### src/rtl/uart_loader_pkg.sv
// Shared types and defaults for the UART instruction loader.
// Holds the frame FSM encoding and the default bit time (100 MHz at 9600 baud).
package uart_loader_pkg;

    localparam int DEFAULT_CLKS_PER_BIT = 10417;

    typedef enum logic [1:0] {
        IDLE  = 2'd0,
        START = 2'd1,
        DATA  = 2'd2,
        STOP  = 2'd3
    } rx_state_t;

endpackage

### src/rtl/uart_rx_byte.sv
// 8N1 UART byte receiver: 2-flop synchronizer, mid-bit sampling, one-cycle byte/stop-error pulses.
// Pulses are combinational in the stop-sample cycle; no backpressure, every frame is reported once.
module uart_rx_byte
    import uart_loader_pkg::*;
#(
    parameter int CLKS_PER_BIT = DEFAULT_CLKS_PER_BIT
) (
    input  logic       clk_i,
    input  logic       rst_i,
    input  logic       rx_i,
    output logic       busy_o,
    output logic       byte_vld_o,
    output logic [7:0] byte_dat_o,
    output logic       frame_err_o
);

    localparam int CNT_W = $clog2(CLKS_PER_BIT);
    localparam logic [CNT_W-1:0] HALF = CNT_W'(CLKS_PER_BIT / 2);
    localparam logic [CNT_W-1:0] LAST = CNT_W'(CLKS_PER_BIT - 1);

    logic             r_sync1, r_sync2, r_rx_prev;
    rx_state_t        r_state, w_state_nxt;
    logic [CNT_W-1:0] r_cnt, w_cnt_nxt;
    logic [2:0]       r_bit_idx, w_bit_idx_nxt;
    logic [7:0]       r_shift, w_shift_nxt;
    logic             w_byte_vld, w_frame_err;

    always_ff @(posedge clk_i) begin
        if (rst_i) begin
            r_sync1   <= 1'b1;
            r_sync2   <= 1'b1;
            r_rx_prev <= 1'b1;
        end else begin
            r_sync1   <= rx_i;
            r_sync2   <= r_sync1;
            r_rx_prev <= r_sync2;
        end
    end

    always_ff @(posedge clk_i) begin
        if (rst_i) begin
            r_state   <= IDLE;
            r_cnt     <= '0;
            r_bit_idx <= '0;
            r_shift   <= '0;
        end else begin
            r_state   <= w_state_nxt;
            r_cnt     <= w_cnt_nxt;
            r_bit_idx <= w_bit_idx_nxt;
            r_shift   <= w_shift_nxt;
        end
    end

    // Edge detection only in IDLE, so a line that falls during STOP is ignored.
    always_comb begin
        w_state_nxt   = r_state;
        w_cnt_nxt     = r_cnt + CNT_W'(1);
        w_bit_idx_nxt = r_bit_idx;
        w_shift_nxt   = r_shift;
        w_byte_vld    = 1'b0;
        w_frame_err   = 1'b0;
        case (r_state)
            IDLE: begin
                w_cnt_nxt = '0;
                if (r_rx_prev && !r_sync2) w_state_nxt = START;
            end
            START: begin
                if (r_cnt == HALF) begin
                    w_cnt_nxt     = '0;
                    w_bit_idx_nxt = '0;
                    w_state_nxt   = r_sync2 ? IDLE : DATA;
                end
            end
            DATA: begin
                if (r_cnt == LAST) begin
                    w_cnt_nxt     = '0;
                    w_shift_nxt   = {r_sync2, r_shift[7:1]};
                    w_bit_idx_nxt = r_bit_idx + 3'd1;
                    if (r_bit_idx == 3'd7) w_state_nxt = STOP;
                end
            end
            STOP: begin
                if (r_cnt == LAST) begin
                    w_cnt_nxt   = '0;
                    w_state_nxt = IDLE;
                    w_byte_vld  = r_sync2;
                    w_frame_err = !r_sync2;
                end
            end
            default: w_state_nxt = IDLE;
        endcase
    end

    assign busy_o      = (r_state != IDLE);
    assign byte_vld_o  = w_byte_vld;
    assign byte_dat_o  = r_shift;
    assign frame_err_o = w_frame_err;

endmodule

### src/rtl/uart_inst_loader.sv
// Loads 32-bit instruction words from a UART stream into memory, little-endian byte lanes.
// we_o pulses one cycle after the 4th stop-bit sample; no backpressure, memory must accept every write.
module uart_inst_loader
    import uart_loader_pkg::*;
#(
    parameter int CLKS_PER_BIT = DEFAULT_CLKS_PER_BIT,
    parameter int ADDR_W       = 12
) (
    input  logic              clk_i,
    input  logic              rst_i,
    input  logic              rx_i,
    input  logic [ADDR_W-1:0] word_count_i,
    output logic              we_o,
    output logic [ADDR_W-1:0] addr_o,
    output logic [31:0]       wdata_o,
    output logic              busy_o,
    output logic              done_o,
    output logic              frame_err_o
);

    logic       w_byte_vld, w_frame_err;
    logic [7:0] w_byte_dat;

    logic              r_armed;
    logic [ADDR_W-1:0] r_word_cnt;
    logic [1:0]        r_lane;
    logic [31:0]       r_wdata;
    logic              r_we;
    logic [ADDR_W-1:0] r_addr;
    logic              r_done;
    logic              r_frame_err;

    uart_rx_byte #(
        .CLKS_PER_BIT(CLKS_PER_BIT)
    ) u_rx (
        .clk_i      (clk_i),
        .rst_i      (rst_i),
        .rx_i       (rx_i),
        .busy_o     (busy_o),
        .byte_vld_o (w_byte_vld),
        .byte_dat_o (w_byte_dat),
        .frame_err_o(w_frame_err)
    );

    // r_armed marks the first post-reset cycle, the only time word_count_i is captured.
    always_ff @(posedge clk_i) begin
        if (rst_i) begin
            r_armed     <= 1'b0;
            r_word_cnt  <= '0;
            r_lane      <= '0;
            r_wdata     <= '0;
            r_we        <= 1'b0;
            r_addr      <= '0;
            r_done      <= 1'b0;
            r_frame_err <= 1'b0;
        end else begin
            r_we <= 1'b0;
            if (!r_armed) begin
                r_armed    <= 1'b1;
                r_word_cnt <= word_count_i;
                r_done     <= (word_count_i == '0);
            end
            if (w_frame_err) r_frame_err <= 1'b1;
            if (r_we) begin
                r_addr <= r_addr + 1'b1;
                if (ADDR_W'(r_addr + 1'b1) == r_word_cnt) r_done <= 1'b1;
            end
            if (w_byte_vld && r_armed && !r_done) begin
                r_wdata[{r_lane, 3'b000} +: 8] <= w_byte_dat;
                r_lane                         <= r_lane + 2'd1;
                if (r_lane == 2'd3) r_we <= 1'b1;
            end
        end
    end

    assign we_o        = r_we;
    assign addr_o      = r_addr;
    assign wdata_o     = r_wdata;
    assign done_o      = r_done;
    assign frame_err_o = r_frame_err;

endmodule

### config.mk
export PLATFORM = sky130hd
export DESIGN_NAME = uart_inst_loader
export DESIGN_NICKNAME = d
export VERILOG_FILES = /design/src/rtl/uart_loader_pkg.sv /design/src/rtl/uart_rx_byte.sv /design/src/rtl/uart_inst_loader.sv
export SDC_FILE = /design/constraint.sdc
export NUM_CORES = 1
export LEC_CHECK = 0
export BUFFER_PORTS_ARGS = -buffer_cell sky130_fd_sc_hd__buf_2
export CAP_MARGIN = 20
export CORE_MARGIN = 1.5
export CORE_UTILIZATION = 51
export DETAILED_ROUTE_END_ITERATION = 8
export GPL_TIMING_DRIVEN = 0
export PLACE_DENSITY_LB_ADDON = 0.3
export REMOVE_ABC_BUFFERS = 1
export SYNTH_ARGS = -nofsm -noshare
export SYNTH_HDL_FRONTEND = slang
export SYNTH_HIERARCHICAL = 1
export SYNTH_SLANG_ARGS = --single-unit
### constraint.sdc
create_clock -name clk_i -period 2.57 [get_ports clk_i]
set_input_delay 0.1285 -clock clk_i [delete_from_list [all_inputs] [get_ports clk_i]]
set_output_delay 0.1285 -clock clk_i [all_outputs]
set_load 0.02 [all_outputs]
==> results of run 1 <==
-- power breakdown --
group          internal (mW)  total (mW)  switching (mW)  leakage [nW]
combinational         0.0533       0.118          0.0642          1.04
sequential              1.44        1.47          0.0255         0.747
clock                  0.359       0.891           0.532        0.0833
total                   1.86        2.48           0.622          1.87
-- synthesized netlist by cell type, types with 2 or more instances --
library cell / n
buf_1: 3
nor2_2: 10
o21ai_1: 2
clkbuf_1: 17
nor3b_1: 5
mux2i_1: 22
or4b_1: 2
xnor2_1: 24
nor3_1: 10
a21oi_1: 36
o21ai_0: 8
xor2_1: 9
nand3b_1: 2
buf_2: 2
or4_1: 3
and2_1: 3
or2_2: 3
nor4_1: 10
nand2_1: 58
nand3_2: 2
inv_1: 9
buf_6: 6
nor4b_1: 2
nand4_1: 3
a31oi_1: 6
ha_1: 11
or3_1: 2
and3_2: 3
and3_1: 5
nor2_1: 41
nand3_1: 47
a211o_1: 4
dfxtp_1: 92
-- flip-flops by register name (all words and copies together), names as in the netlist, 2 cells and up, named ones only --
register and count:
addr_o 12, r_lane 2, u_rx/r_cnt 14, u_rx/r_bit_idx 3, wdata_o 32, u_rx/byte_dat_o 8
r_word_cnt 12
-- critical path: stages (launching register included) --
cell	delay, ns
dfxtp_4	0.36
inv_2	0.06
ha_4	0.11
or4b_4	0.45
or4_4	0.47
nor3_2	0.18
nand2_1	0.11
nor2_4	0.17
buf_12	0.13
and2_4	0.20
nand3_2	0.08
a21oi_1	0.18
-- per-layer routing --
| metal | track usage [%] | up-vias | share of wire [%] |
|---|---|---|---|
| met2 | 35.0 | 91 | 48 |
| met1 | 28.6 | 1705 | 46 |
| met4 | 6.09 | 0 | 1.0 |
| li1 | - | 1774 | - |
| met3 | 4.94 | 9 | 4.8 |
| met5 | 0 | - | 0 |
-- layout by cell type, fill, tap and decap left out, types with 3 or more instances in the layout --
cell type	netlist	routed
a211o_1	4	4
or4_1	3	3
nor4_1	10	10
and3_2	3	3
nor2_1	41	40
buf_2	2	62
dfxtp_2	0	3
nand2_1	58	55
nor3_1	10	9
or2_2	3	3
and3_1	5	5
nor3b_1	5	5
and2_4	1	5
xnor2_1	24	24
mux2i_1	22	22
nand4_1	3	3
nor2_2	10	10
buf_4	1	5
a31oi_1	6	6
inv_1	9	7
dfxtp_1	92	88
a21oi_1	36	33
a21oi_2	0	3
clkbuf_8	0	9
ha_1	11	10
o21ai_0	8	8
nand3_1	47	40
xor2_1	9	9
nand3_2	2	9
nand2_2	0	3
-- worst paths after layout --
| kind | start | to | slack [ns] | cells after the start |
|---|---|---|---|---|
| min | word_count_i[5] | r_word_cnt[5] | 0.02 | 3 |
| min reg2reg | u_rx/r_sync1 | u_rx/r_sync2 | 0.42 | 1 |
| max | u_rx/r_cnt[0] | wdata_o[26] | 0.01 | 11 |
| max reg2reg | u_rx/r_cnt[0] | wdata_o[26] | 0.01 | 11 |
-- cell families after synthesis --
logic type | Yosys count | share of synthesized area [%]
AND/OR/NAND/NOR | 226 | 28.1
XOR/XNOR | 33 | 6.85
multiplexers | 22 | 5.22
adder cells (fa/ha/maj) | 11 | 3.26
buffers and inverters | 38 | 4.60
AO/OA/AOI/OAI | 60 | 8.33
flip-flops | 92 | 43.6
-- layout make-up --
class	instances	area, µm²	share of cell area (%)
clock buffers	10	128	2.63
clock inverters	6	46.3	0.953
inverters	9	33.8	0.695
multi-input cells	352	2280	46.9
flip-flops and latches	92	1850	38.1
well taps	102	128	2.63
repair buffers	70	398	8.19
-- repair_timing --
action | in CTS | in global routing
resized for setup | 16 | 20
endpoints found under the hold margin | 1 | 0
pin swaps | 5 | 26
setup endpoints to repair | 49 | 46
hold buffers | 1 | 0
setup buffers | 4 | 2
==> flow_summary.json, run 1 <==
{
  "post_dp_cell_area_um2": 4520,
  "coreArea_um2": 7890,
  "grt_pass1_wl_um": 15300,
  "fin_skew_ns": 0.0139,
  "initial_utilization_pct": 53.5,
  "setup_slack_ns": 0.0107,
  "start_kind": "flip-flop",
  "antenna_cells": 0,
  "grt_remaining_overflow": 0,
  "dr_total_vias": 3579,
  "tns_ns": 0,
  "whs_ns": 0.0181,
  "synth_area_leaders": "dfxtp_1 44%, nand3_1 5.6%, mux2i_1 5.2%",
  "ys_ff_latch": 92,
  "drt_iter0_markers": 140,
  "io_pins": 63,
  "fmax_mhz": 391,
  "nFillCells": 704,
  "p_leak_nw": 1.87,
  "synth_edf_count": 0,
  "cts_made_buffers": 9,
  "routed_wl_um": 9140,
  "dpl_worst_slack_ns": -0.669,
  "rsz0062_at_grt": "yes",
  "antenna_found_initial": 0,
  "async_reset_ff_share_pct": 0,
  "post_synth.cell_area_avg_um2": 8.76,
  "clk_root_buffer_cell": "clkbuf_8",
  "route.detailed.drc": 0,
  "drtPass1Iterations": 4,
  "ant_nets": 0,
  "grt_usage_pct": 21.5,
  "fp.dieH_um": 94.0,
  "clkLatencyLatePin_ns": 0.36,
  "dieArea_um2": 8830,
  "synth_cells": 482,
  "hold_class": "in -> reg",
  "finalNonFillerCells": 641,
  "final_area_um2": 4860,
  "slew_violations": 0,
  "status": "completed",
  "dp_hpwl_um": 6180,
  "dp.cells": 618,
  "maxCapViolations": 0,
  "ys.warnings.count": 6,
  "cp.required_ns": 2.85,
  "io_buffers": 62,
  "maxSlewHeadroom_pct": 23.8,
  "peakVddDrop_v": 0.000359,
  "routabilityCongestion": 0.839,
  "syn-cell-area_um2": 4220,
  "hold_viol_final": 0,
  "total_power_mw": 2.48,
  "grt_max_degree": 58,
  "yosys.area.top_type_share_pct": 43.6,
  "crit_path_end_kind": "flip-flop",
  "critical_path_class": "reg -> reg",
  "via_per_inst": 5.58,
  "cts.reportedPaths.clkPinSlew_ns": 0.10,
  "ys_seq_area_share_pct": 43.6,
  "ys.flop_type": "dfxtp_1",
  "die_x_um": 94.0,
  "cts_tree": "yes",
  "period_minus_slack_ns": 2.56,
  "drive_gt1_share_pct": 26.0,
  "setup_viol": 0,
  "wl_per_cell_um": 14.3,
  "ys_types": 53,
  "grt_pass1_vias": 3187,
  "synth_top_area_cell": "dfxtp_1",
  "area_growth_pct": 15.1,
  "clkSinkCount": 92,
  "htreeDepth": 3,
  "std_cell_rows": 32,
  "fin_nets": 560,
  "powerDensity_nw_per_um2": 510,
  "worst-path-max-fanout": 8,
  "period_share_pct": 99.6,
  "fin_util_pct": 61.6,
  "arrival_ns": 2.84,
  "cts_max_path_buffers": 2,
  "tightest_slew_ns": 1.13
}
(Power assumes the default switching activity.)
==> run 2, diff against run 1 <==
--- a/config.mk
+++ b/config.mk
@@ -11,7 +11,7 @@
 export CORE_UTILIZATION = 51
 export DETAILED_ROUTE_END_ITERATION = 8
 export GPL_TIMING_DRIVEN = 0
-export PLACE_DENSITY_LB_ADDON = 0.3
+export PLACE_DENSITY = 0.78
 export REMOVE_ABC_BUFFERS = 1
 export SYNTH_ARGS = -nofsm -noshare
 export SYNTH_HDL_FRONTEND = slang
==> constraint.sdc (replaced) <==
create_clock -name clk_i -period 2.57 [get_ports clk_i]
set_input_delay 0.1285 -clock clk_i [delete_from_list [all_inputs] [get_ports clk_i]]
set_output_delay 0.1285 -clock clk_i [all_outputs]
set_load 0.005 [all_outputs]
==> run 2 against run 1 <==
  * Setup slack improved by 0.073 ns
  * Cell area rose by 0.90%
  * Clock power increased by 8.2%
  * Fmax increased by 2.9%
  * Clock skew is essentially flat
  * Critical path depth is 1 lower
  * Via count grew 1.5%
  * Sequential share of layout area decreased by 0.34 points
  * First-iteration DRC count is 4.3% lower
  * Flip-flop and latch count stayed put
  * Clock-buffer cell count up 1
  * Total power up 3.0%
==> flow_summary.json, run 2 (synthesis results as in run 1) <==
{
  "die_x_um": 94.0,
  "maxSlewHeadroom_pct": 39.5,
  "layout_common_cells": "88 x dfxtp_1, 62 x buf_2, 53 x nand2_1",
  "drtPass1Iterations": 4,
  "fin_skew_ns": 0.0141,
  "drive_gt1_share_pct": 26.5,
  "clkSinkCount": 92,
  "internal_power_mw": 1.95,
  "cts_max_path_buffers": 2,
  "start_kind": "flip-flop",
  "dr_total_vias": 3633,
  "clkPwrFrac_pct": 37.8,
  "tns_ns": 0,
  "fin_nets": 560,
  "rsz0062_at_grt": "yes",
  "area_growth_pct": 16.2,
  "layout_commonest_cell": "dfxtp_1",
  "period_minus_slack_ns": 2.49,
  "clkLatencyLatePin_ns": 0.36,
  "std_cell_rows": 32,
  "peakVddDrop_v": 0.000286,
  "p_switching_uw": 600,
  "netSwitchingFraction_pct": 23.5,
  "slew_violations": 0,
  "period_share_pct": 96.7,
  "grt_remaining_overflow": 0,
  "maxCapViolations": 0,
  "hold_path_depth": 3,
  "wl_per_cell_um": 14.8,
  "worst-path-max-fanout": 8,
  "finalNonFillerCells": 641,
  "status": "completed",
  "clk_root_buffer_cell": "clkbuf_8",
  "via_per_inst": 5.67,
  "p_comb_share_pct": 4.7,
  "io_buffers": 62,
  "hold_viol_final": 0,
  "routed_wl_um": 9510,
  "arrival_ns": 2.78,
  "largest_reg_flops": 32,
  "tightest_slew_ns": 0.901,
  "drt_iter0_markers": 134,
  "grt_usage_pct": 22.4,
  "fmax_mhz": 402,
  "initial_utilization_pct": 53.5,
  "antenna_cells": 0,
  "route.detailed.drc": 0,
  "hold_class": "in -> reg",
  "ant_nets": 0,
  "dp_hpwl_um": 6420,
  "grt_pass1_wl_um": 15500,
  "io_pins": 63,
  "reg2reg_depth": 10,
  "p_leak_nw": 1.88,
  "dp.cells": 618,
  "dieArea_um2": 8830,
  "grt_pass1_vias": 3280,
  "cp.required_ns": 2.86,
  "setup_viol": 0,
  "critical_path_class": "reg -> reg",
  "p_seq_share_pct": 57.6,
  "powerDensity_nw_per_um2": 520,
  "coreArea_um2": 7890,
  "fp.dieH_um": 94.0,
  "fin_util_pct": 62.2,
  "cts_made_buffers": 9,
  "grt_max_degree": 59,
  "cts_tree": "yes",
  "crit_path_end_kind": "flip-flop",
  "antenna_found_initial": 0,
  "htreeDepth": 3,
  "routabilityCongestion": 0.894,
  "cts.reportedPaths.clkPinSlew_ns": 0.10
}
==> run 2: cell types whose count changed in the layout (fill, tap and decap cells not counted), moves of 2 or more <==
cell     before  now
a21oi_1      33   29
a21oi_2       3    7
nand3_2       9    5
nand3_1      40   43
nand2_1      55   53
nand2_2       3    5
==> run 2: routing by layer <==
layer | up-vias | part of all wire (%) | global-route usage [%]
met2 | 102 | 51 | 37.0
met4 | 0 | 0.69 | 7.46
met5 | - | 0 | 0
met3 | 6 | 5.9 | 6.07
li1 | 1775 | - | -
met1 | 1750 | 42 | 28.1
==> run 2: power by group through the flow <==
| stage | clock [mW] | combinational (mW) | sequential [mW] |
|---|---|---|---|
| detailed placement | 0 | 0.109 | 1.50 |
| global placement | 0 | 0.101 | 1.50 |
| CTS | 0.982 | 0.114 | 1.47 |
| finish | 0.964 | 0.119 | 1.47 |
| global route | 1.05 | 0.131 | 1.47 |
| floorplan | 0 | 0.0606 | 1.49 |
==> run 2: worst max-delay path, cell delays in order, from the launching register on <==
cell	delay [ns]
dfxtp_4	0.36
inv_2	0.06
ha_4	0.12
or4b_4	0.46
or4_4	0.46
nor3_4	0.13
nand2_2	0.10
nor2_4	0.21
and2_4	0.24
nand3_1	0.10
a21oi_1	0.18
==> run 2: per-stage QoR <==
step	hold slack [ns]	instance area, µm²	total power, mW	worst slack [ns]
detailed placement	0.327	4520	1.61	-0.724
finish	0.0165	4900	2.55	0.0836
global placement	0.318	4500	1.60	-0.653
CTS	0.0154	4800	2.56	0.0287
global route	0.0182	4900	2.65	-0.0651
floorplan	0.198	4060	1.56	-0.241
==> run 2: worst paths after layout <==
| kind | slack, ns | startpoint | endpoint |
|---|---|---|---|
| max | 0.08 | u_rx/r_cnt[0] | wdata_o[9] |
| min | 0.02 | word_count_i[7] | r_word_cnt[7] |
| min reg2reg | 0.41 | u_rx/r_sync1 | u_rx/r_sync2 |
| max reg2reg | 0.08 | u_rx/r_cnt[0] | wdata_o[9] |
==> run 2: cell type report <==
cell class	instances	area (µm²)
multi-input cells	353	2320
clock inverters	5	60.1
repair buffers	69	378
well taps	102	128
flip-flops and latches	92	1850
fillers	670	2980
clock buffers	11	131
inverters	9	33.8
==> run 2: repair_timing <==
action                                  4_1_cts  5_1_grt
endpoints found under the setup margin       49       38
buffers inserted                              3        2
pin swaps                                     8        8
gates resized for setup                      19       24
cloned                                        1        0
endpoints found under the hold margin         1        0
hold buffers                                  1        0
==> run 3, diff against run 2 <==
==> constraint.sdc (replaced) <==
create_clock -name clk_i -period 2.05 [get_ports clk_i]
set_input_delay 0.1025 -clock clk_i [delete_from_list [all_inputs] [get_ports clk_i]]
set_output_delay 0.1025 -clock clk_i [all_outputs]
set_load 0.005 [all_outputs]
==> run 3 against run 2 <==
  * The run now ends with negative hold slack, negative setup slack left
  * Setup slack lost 0.52 ns
  * Die area is the same
  * Clock power grew 28%
  * Register-to-register slack lost 0.52 ns
  * Core utilization grew 2.0 points
  * Worst hold slack lost 0.018 ns
  * Critical path depth is the same
  * Final cell count grew 1.6%
  * First-iteration DRC count grew 29%
  * Fmax is essentially flat
  * Combinational power grew 50%
  * Clock skew grew 0.0043 ns
  * Critical path type unchanged
  * Largest cell class unchanged
==> flow_summary.json, run 3 (synthesis results as in run 1) <==
{
  "grt_usage_pct": 23.3,
  "r2r-start": "u_rx/r_cnt[1]",
  "cts_tree": "yes",
  "setup_slack_ns": -0.437,
  "cts_max_path_buffers": 2,
  "use_met1_pct": 29.0,
  "tns_ns": -19.20,
  "grtUsageMet2_pct": 38.8,
  "fmax_mhz": 402,
  "wl_per_cell_um": 15.2,
  "drive_gt1_share_pct": 30.1,
  "critical_path_class": "reg -> reg",
  "violations": "negative hold slack, negative setup slack",
  "tightest_slew_ns": 0.992,
  "drtPass1Iterations": 5,
  "via_per_inst": 5.67,
  "io_buffers": 62,
  "p_leak_nw": 1.95,
  "total_power_mw": 3.25,
  "antenna_cells": 0,
  "htreeDepth": 3,
  "dr_total_vias": 3689,
  "grt_remaining_overflow": 0,
  "ant_nets": 0,
  "clkSinkCount": 92,
  "period_minus_slack_ns": 2.49,
  "routabilityCongestion": 0.894,
  "met3_usage_pct": 6.07,
  "cts_made_buffers": 9,
  "hold_class": "in -> reg",
  "die_x_um": 94.0,
  "maxSlewHeadroom_pct": 33.7,
  "std_cell_rows": 32,
  "routed_wl_um": 9910,
  "dieArea_um2": 8830,
  "rrSetupSlack_ns": -0.44,
  "start_kind": "flip-flop",
  "grt_pass1_wl_um": 16100,
  "fp.dieH_um": 94.0,
  "cp-startpoint": "u_rx/r_cnt[1]",
  "coreArea_um2": 7890,
  "peakVddDrop_v": 0.000358,
  "powerDensity_nw_per_um2": 641,
  "r2r-end": "wdata_o[18]",
  "drt_iter0_markers": 173,
  "clkLatencyLatePin_ns": 0.37,
  "hold_path_depth": 3,
  "fin_util_pct": 64.2,
  "hold_viol_final": 1,
  "rsz0062_at_grt": "yes",
  "grt.busiest_layer": "met2",
  "worst-path-max-fanout": 8,
  "crit_path_end_kind": "flip-flop",
  "slew_violations": 0,
  "crit_end": "wdata_o[18]",
  "route.detailed.drc": 0,
  "layout_commonest_cell": "dfxtp_1",
  "arrival_ns": 2.79,
  "reg2reg_depth": 10,
  "whs_ns": -0.00121,
  "grt_pass1_vias": 3401,
  "clk_root_buffer_cell": "clkbuf_8",
  "status": "complete, but fails checks",
  "cp.required_ns": 2.35,
  "fin_skew_ns": 0.0184,
  "cts.reportedPaths.clkPinSlew_ns": 0.10,
  "grt_max_degree": 59,
  "io_pins": 63,
  "fin_nets": 570,
  "dp_hpwl_um": 6420,
  "largest_reg_flops": 32,
  "initial_utilization_pct": 53.5,
  "area_growth_pct": 20.0,
  "layout_common_cells": "81 x dfxtp_1, 62 x buf_2, 54 x nand2_1",
  "setup_viol": 63,
  "antenna_found_initial": 0,
  "period_share_pct": 121,
  "maxCapViolations": 0
}
[run 3: report_power, final]
group          internal (mW)  switching (mW)
logic                 0.0891          0.0887
registers               1.80          0.0315
clock network          0.570           0.661
total                   2.46           0.781
[run 3: worst min path at each step]
stage                         start            end
CTS                 word_count_i[3]  r_word_cnt[3]
global placement               rx_i   u_rx/r_sync1
floorplan                     rst_i      addr_o[5]
finish              word_count_i[3]  r_word_cnt[3]
detailed placement             rx_i   u_rx/r_sync1
global route        word_count_i[3]  r_word_cnt[3]
[run 3: area by class of cell]
| type | count | area, µm² |
|---|---|---|
| Clock inverter | 5 | 60.1 |
| Fill cell | 639 | 2820 |
| Sequential cell | 92 | 1860 |
| Clock buffer | 11 | 131 |
| Inverter | 9 | 33.8 |
| Multi-Input combinational cell | 353 | 2350 |
| Tap cell | 102 | 128 |
| Timing Repair Buffer | 79 | 494 |
[run 3: per-stage QoR]
| step | instance area [µm²] | std cells | worst slack [ns] |
|---|---|---|---|
| 2_1_floorplan | 4060 | 453 | -0.761 |
| 3_3_place_gp | 4500 | 617 | -1.17 |
| 3_5_place_dp | 4520 | 618 | -1.24 |
| 4_1_cts | 4990 | 648 | -0.426 |
| 5_1_grt | 5060 | 651 | -0.579 |
| 6_report | 5060 | 651 | -0.437 |
[run 3: what timing repair did]
| item | 4_1_cts | 5_1_grt |
|---|---|---|
| gates resized for setup | 44 | 19 |
| pin swaps | 29 | 10 |
| endpoints found under the setup margin | 63 | 64 |
| cloned | 2 | 0 |
| hold endpoints to repair | 3 | 1 |
| hold buffers | 3 | 1 |
| setup buffers | 9 | 1 |
[run 3: layer usage]
| metal | part of all wire, % | wire length, µm |
|---|---|---|
| met1 | 43 | 4230 |
| met2 | 50 | 4970 |
| met3 | 5.6 | 558 |
| met4 | 1.4 | 143 |
| met5 | 0 | 0 |
[run 3: worst max-delay path, cell delays in order, from the launching register on]
cell and delay, ns:
dfxtp_2 0.33, inv_2 0.07, ha_4 0.12, or4b_4 0.46, or4_4 0.46, nor3_4 0.13, nand2_2 0.12, nor2_4 0.21
and2_4 0.22, nand3_1 0.11, a21oi_2 0.20
